--- src/rtl/gpio_controller_intr_sched_if.sv ---
// Interrupt message channel: valid/ready handshake carrying a 4-bit source id.
// master: drives intr_msg_valid, intr_msg_id; slave: drives intr_msg_ready.
interface gpio_controller_intr_sched_if;
    logic       intr_msg_valid;
    logic       intr_msg_ready;
    logic [3:0] intr_msg_id;

    modport master (
        output intr_msg_valid,
        output intr_msg_id,
        input  intr_msg_ready
    );

    modport slave (
        input  intr_msg_valid,
        input  intr_msg_id,
        output intr_msg_ready
    );
endinterface

--- src/rtl/gpio_controller_intr_sched.sv ---
// GPIO interrupt scheduler: sticky pending bits, round-robin message issue with holdoff.
// Ports: clk, rst_n, edge set pulses, msg_enable, W1C clear, intr_status, intr_irq, msg (master).
module gpio_controller_intr_sched #(
    parameter int HOLDOFF_CYCLES = 4
) (
    input  logic        clk,
    input  logic        rst_n,
    input  logic [7:0]  posedge_intr_status_set,
    input  logic [7:0]  negedge_intr_status_set,
    input  logic [15:0] msg_enable,
    input  logic        status_clear_valid,
    input  logic [15:0] status_clear_mask,
    output logic [15:0] intr_status,
    output logic        intr_irq,
    gpio_controller_intr_sched_if.master msg
);

    localparam int CW = (HOLDOFF_CYCLES < 2) ? 1 : $clog2(HOLDOFF_CYCLES + 1);

    typedef enum logic [1:0] {
        IDLE    = 2'd0,
        SEND    = 2'd1,
        HOLDOFF = 2'd2
    } state_t;

    state_t          state_q, state_d;
    logic [15:0]     pending_q, pending_d;
    logic [15:0]     notified_q, notified_d;
    logic [3:0]      id_q, id_d;
    logic [3:0]      last_grant_q, last_grant_d;
    logic [CW-1:0]   cnt_q, cnt_d;
    logic            irq_q, irq_d;

    logic [15:0]     set_vec;
    logic [15:0]     clr_vec;
    logic [15:0]     hs_vec;
    logic [15:0]     eligible;
    logic            hs;
    logic            win_found;
    logic [3:0]      win_id;

    assign set_vec  = {negedge_intr_status_set, posedge_intr_status_set};
    assign clr_vec  = status_clear_valid ? status_clear_mask : 16'h0000;
    assign hs       = (state_q == SEND) && msg.intr_msg_ready;
    assign hs_vec   = hs ? (16'h0001 << id_q) : 16'h0000;
    assign eligible = pending_q & ~notified_q & msg_enable;

    // A set in the same cycle as a clear is a fresh event, so it wipes
    // notified; a handshake on an already-cleared id records nothing.
    always_comb begin
        pending_d  = (pending_q & ~clr_vec) | set_vec;
        notified_d = pending_d & ~(set_vec & clr_vec) & (notified_q | hs_vec);
        irq_d      = |(pending_q & msg_enable);
    end

    // Round-robin: k=16 wraps to last_grant itself, so it is searched last.
    always_comb begin
        win_found = 1'b0;
        win_id    = 4'd0;
        for (int k = 1; k <= 16; k++) begin
            if (!win_found && eligible[last_grant_q + 4'(k)]) begin
                win_found = 1'b1;
                win_id    = last_grant_q + 4'(k);
            end
        end
    end

    // Leaving HOLDOFF when the counter reaches 1 makes the following IDLE
    // cycle the last of the HOLDOFF_CYCLES gap cycles.
    always_comb begin
        state_d      = state_q;
        id_d         = id_q;
        last_grant_d = last_grant_q;
        cnt_d        = cnt_q;
        unique case (state_q)
            IDLE: begin
                cnt_d = '0;
                if (win_found) begin
                    id_d    = win_id;
                    state_d = SEND;
                end
            end
            SEND: begin
                if (hs) begin
                    last_grant_d = id_q;
                    if (HOLDOFF_CYCLES > 1) begin
                        state_d = HOLDOFF;
                        cnt_d   = CW'(HOLDOFF_CYCLES);
                    end else begin
                        state_d = IDLE;
                    end
                end
            end
            HOLDOFF: begin
                cnt_d = cnt_q - CW'(1);
                if (cnt_q <= CW'(2)) begin
                    state_d = IDLE;
                end
            end
            default: state_d = IDLE;
        endcase
    end

    always_ff @(posedge clk or negedge rst_n) begin
        if (!rst_n) begin
            state_q      <= IDLE;
            pending_q    <= '0;
            notified_q   <= '0;
            id_q         <= '0;
            last_grant_q <= 4'd15;
            cnt_q        <= '0;
            irq_q        <= 1'b0;
        end else begin
            state_q      <= state_d;
            pending_q    <= pending_d;
            notified_q   <= notified_d;
            id_q         <= id_d;
            last_grant_q <= last_grant_d;
            cnt_q        <= cnt_d;
            irq_q        <= irq_d;
        end
    end

    assign intr_status        = pending_q;
    assign intr_irq           = irq_q;
    assign msg.intr_msg_valid = (state_q == SEND);
    assign msg.intr_msg_id    = id_q;

endmodule

--- src/flat_wrapper.sv ---
// flat-port wrapper written by rule: the top's interface ports become plain ports
module gpio_controller_intr_sched_flat 
#(
    parameter int HOLDOFF_CYCLES = 4
)
  (clk, rst_n, posedge_intr_status_set, negedge_intr_status_set, msg_enable, status_clear_valid, status_clear_mask, intr_status, intr_irq, msg_intr_msg_valid, msg_intr_msg_id, msg_intr_msg_ready);
  gpio_controller_intr_sched_if msg_i ();
  input  logic clk;
  input  logic rst_n;
  input  logic [7:0] posedge_intr_status_set;
  input  logic [7:0] negedge_intr_status_set;
  input  logic [15:0] msg_enable;
  input  logic status_clear_valid;
  input  logic [15:0] status_clear_mask;
  output logic [15:0] intr_status;
  output logic intr_irq;
  output wire logic [$bits(msg_i.intr_msg_valid)-1:0] msg_intr_msg_valid;
  output wire logic [$bits(msg_i.intr_msg_id)-1:0] msg_intr_msg_id;
  input wire logic [$bits(msg_i.intr_msg_ready)-1:0] msg_intr_msg_ready;
  assign msg_intr_msg_valid = msg_i.intr_msg_valid;
  assign msg_intr_msg_id = msg_i.intr_msg_id;
  assign msg_i.intr_msg_ready = msg_intr_msg_ready;
  gpio_controller_intr_sched #(.HOLDOFF_CYCLES(HOLDOFF_CYCLES)) u_core (.clk(clk), .rst_n(rst_n), .posedge_intr_status_set(posedge_intr_status_set), .negedge_intr_status_set(negedge_intr_status_set), .msg_enable(msg_enable), .status_clear_valid(status_clear_valid), .status_clear_mask(status_clear_mask), .intr_status(intr_status), .intr_irq(intr_irq), .msg(msg_i));
endmodule
--- config.mk ---
export PLATFORM = sky130hd
export DESIGN_NAME = gpio_controller_intr_sched_flat
export DESIGN_NICKNAME = d
export VERILOG_FILES = /design/src/rtl/gpio_controller_intr_sched_if.sv /design/src/rtl/gpio_controller_intr_sched.sv /design/src/flat_wrapper.sv
export SDC_FILE = /design/constraint.sdc
export NUM_CORES = 1
export LEC_CHECK = 0
export BUFFER_PORTS_ARGS = -buffer_cell sky130_fd_sc_hd__buf_2
export CAP_MARGIN = 10
export CORE_MARGIN = 3
export CORE_UTILIZATION = 25
export CTS_CLUSTER_SIZE = 40
export DETAILED_ROUTE_END_ITERATION = 8
export SLEW_MARGIN = 20
export SYNTH_ARGS = -nofsm -noshare
export SYNTH_HDL_FRONTEND = slang
export SYNTH_SLANG_ARGS = --single-unit
--- constraint.sdc ---
create_clock -name clk -period 5.2 [get_ports clk]
set_input_delay 1.04 -clock clk [delete_from_list [all_inputs] [get_ports clk]]
set_output_delay 1.04 -clock clk [all_outputs]
set_load 0.05 [all_outputs]
==> out/metrics.cfg <==
[status]
status=finished, final reports clean

[clock_tree]
cts_buffers=5
post_cts_buffers=0
clk_pin_slew_ns=0.06
holdBufCountCts=0
cts.path.max_buffers=2
cts_tree=yes
clock_sinks=46
cts_resized=0
clk_latency_ns=0.30
h-tree-depth=2
root_buffer=clkbuf_16

[place]
gp_congestion=0.9443
place_area_um2=5609
placed_cells=843
io_buffers=73
dp_hpwl_mm=12.69

[yosys]
netlist_area_um2=4962
ys_seq_area_share_pct=23.30
ys_ff_latch=46
async_flop_share_pct=100.0
syn_area_per_cell_um2=9.488
syn_nets=588
synthFlopType=dfrtp_1
netlist_instances=523
synth_edf_count=0
ys_types=79
ys_warn_count=0

[cells_and_area]
fin_cells=851
area_growth_pct=16.44
diodes=0
design_area_um2=5778
layout.nets=655
layout-drive-gt1-share_pct=26.40

[timing]
rsz0062_at_grt=no
relSlewSlack_pct=34.56
tightestPinTransition_ns=0.9740
fmax_mhz=227.0
setup_viol=0
drv_slew=0
hold_viol=0
post-route-period-util_pct=84.70
period_needed_ns=4.404
fin_skew_ns=0.009185
finalSetupTns_ns=0

[global_routing]
grt_util_all_layers_pct=14.54
grt_pass1_vias=4437
grt_pass1_wl_mm=25.03
grt.overflow.total=0
grt_start_max_net_pins=47
antenna_found_initial=0

[detailed_routing]
drt-wirelength-per-cell_um=18.67
drt-total-wl_mm=15.89
drt_pre_antenna_iters=5
drcViolationCount=0
drtIter0Drc=438
via_per_inst=5.559
via_count=4731
ant_nets=0

[floorplanning]
core_um2=19080
initial_core_util_pct=26.01
fp.dieArea_um2=21580
die_h_um=146.9
rows=50
fp.dieW_um=146.9
ios=74

[setup_path]
slowest_delay_ns=0.86
r2r_slack_ns=0.80
critical_path.startpoint_type=flip-flop
cp_num_buf_inv=0
crit_chain=ha_1, xor2_2, mux4_2, o22a_1, a211oi_4, nand4_2, o31ai_1, o21ai_0, a41o_1
cp.arrival_ns=4.58
worstPathRequired_ns=5.38
slowest_stage=dfstp_2
crit_type=flip-flop to flip-flop
critPathTopFamily=compound AO/OA/AOI/OAI gates
crit_fanout=24
end_kind=flip-flop

[run]
drv_cap=0

[hold_path]
hp-class=flip-flop to flip-flop

final timing paths:
| check | from | end | cells after the start |
|---|---|---|---|
| setup reg to reg | u_core.last_grant_q[0]$_DFFE_PN1P_ | u_core.msg.intr_msg_id[1]$_DFFE_PN0P_ | 9 |
| setup / recovery | u_core.last_grant_q[0]$_DFFE_PN1P_ | u_core.msg.intr_msg_id[1]$_DFFE_PN0P_ | 9 |
| max in group asynchronous | rst_n | u_core.intr_status[6]$_DFF_PN0_ | 2 |
| hold reg to reg | u_core.cnt_q[0]$_DFFE_PN0P_ | u_core.cnt_q[0]$_DFFE_PN0P_ | 2 |
| min in group asynchronous | rst_n | u_core.notified_q[13]$_DFF_PN0_ | 2 |
| hold / removal | u_core.cnt_q[0]$_DFFE_PN0P_ | u_core.cnt_q[0]$_DFFE_PN0P_ | 2 |
cells in the mapped netlist, types with 7 or more instances:
master    number  share of area, %
nor2_1        58               4.4
nand2_1       51               3.9
dfrtp_1       42                21
mux4_2        33                15
o21ai_0       24               2.4
a21oi_1       22               2.2
nand3b_1      17               2.6
and3b_1       16               2.8
nand2b_1      15               1.9
nor3_1        15               1.5
ha_1          13               3.3
mux2i_1       13               2.6
mux2_2        12               2.7
clkbuf_1      10              0.76
inv_1         10              0.76
nand3_1       10               1.0
a21o_1         8               1.2
buf_2          8              0.81
mux4_1         8               4.2
a211oi_1       7               1.1
nand4_1        7              0.88
worst reg2reg max path: stages, from the launching register on:
cell	delay (ns)
dfstp_2	0.86
ha_1	0.46
xor2_2	0.42
mux4_2	0.62
o22a_1	0.24
a211oi_4	0.34
nand4_2	0.31
o31ai_1	0.64
o21ai_0	0.18
a41o_1	0.22
state kept, by name (all words and copies together), names as in the netlist:
register,count
u_core.cnt_q,3
u_core.intr_irq,1
u_core.intr_status,16
u_core.last_grant_q,4
u_core.msg.intr_msg_id,4
u_core.notified_q,16
u_core.state_q,2
placed cells by master (no fill, tap or decap), types with 4 or more instances in the layout:
master / synthesis / layout
a211oi_1: 7 / 7
a21o_1: 8 / 8
a21oi_1: 22 / 22
a22oi_1: 6 / 6
a31oi_1: 6 / 6
and2_1: 4 / 4
and3b_1: 16 / 16
buf_2: 8 / 73
buf_4: 0 / 8
clkbuf_16: 0 / 5
dfrtp_1: 42 / 42
dfstp_2: 4 / 4
ha_1: 13 / 13
inv_1: 10 / 10
mux2_2: 12 / 12
mux2i_1: 13 / 13
mux4_1: 8 / 8
mux4_2: 33 / 33
nand2_1: 51 / 51
nand2b_1: 15 / 15
nand3_1: 10 / 10
nand3b_1: 17 / 17
nand4_1: 7 / 7
nor2_1: 58 / 58
nor2b_1: 6 / 6
nor3_1: 15 / 15
o21ai_0: 24 / 24
o22ai_1: 4 / 4
o311a_1: 4 / 4
o31ai_1: 5 / 5
or3_1: 6 / 6
or4_1: 4 / 4
xnor2_1: 6 / 6
logic make-up (layout without fill, tap and decap cells):
family                   Yosys count  count (layout)  synth area share (%)
AND/OR/NAND/NOR                  223             223                 24.28
AO/OA/AOI/OAI                    128             128                 18.21
multiplexers                      68              68                 25.11
flip-flops                        46              46                 23.30
buffers and inverters             35             103                 3.152
adder cells (fa/ha/maj)           13              13                 3.278
XOR/XNOR                          10              10                 2.673
area by class of cell:
class | count | area, um^2
flip-flops and latches | 46 | 1156
multi-input cells | 442 | 3650
inverters | 14 | 52.55
clock inverters | 3 | 43.79
repair buffers | 81 | 425.4
clock buffers | 5 | 125.1
well taps | 260 | 325.3
fillers | 1996 | 13300
through the flow:
stage / hold WS, ns / utilization (%) / setup WS, ns
2_1_floorplan: 0.4498 / - / 1.036
3_3_place_gp: 0.4692 / 29.40 / 0.9107
3_5_place_dp: 0.4745 / 29.40 / 0.8596
4_1_cts: 0.4891 / 30.28 / 0.8286
5_1_grt: 0.5166 / 30.28 / 0.5016
6_report: 0.4861 / 30.28 / 0.7955
metal layers:
| layer | part of all wire, % | global-route usage (%) |
|---|---|---|
| met1 | 41 | 19.30 |
| met4 | 3.4 | 5.880 |
| met5 | 0 | 0 |
| met3 | 8.8 | 2.344 |
| met2 | 47 | 23.69 |
Power is not shown: default switching activity piles up to over one toggle a cycle in this logic, so the estimate is an artifact.
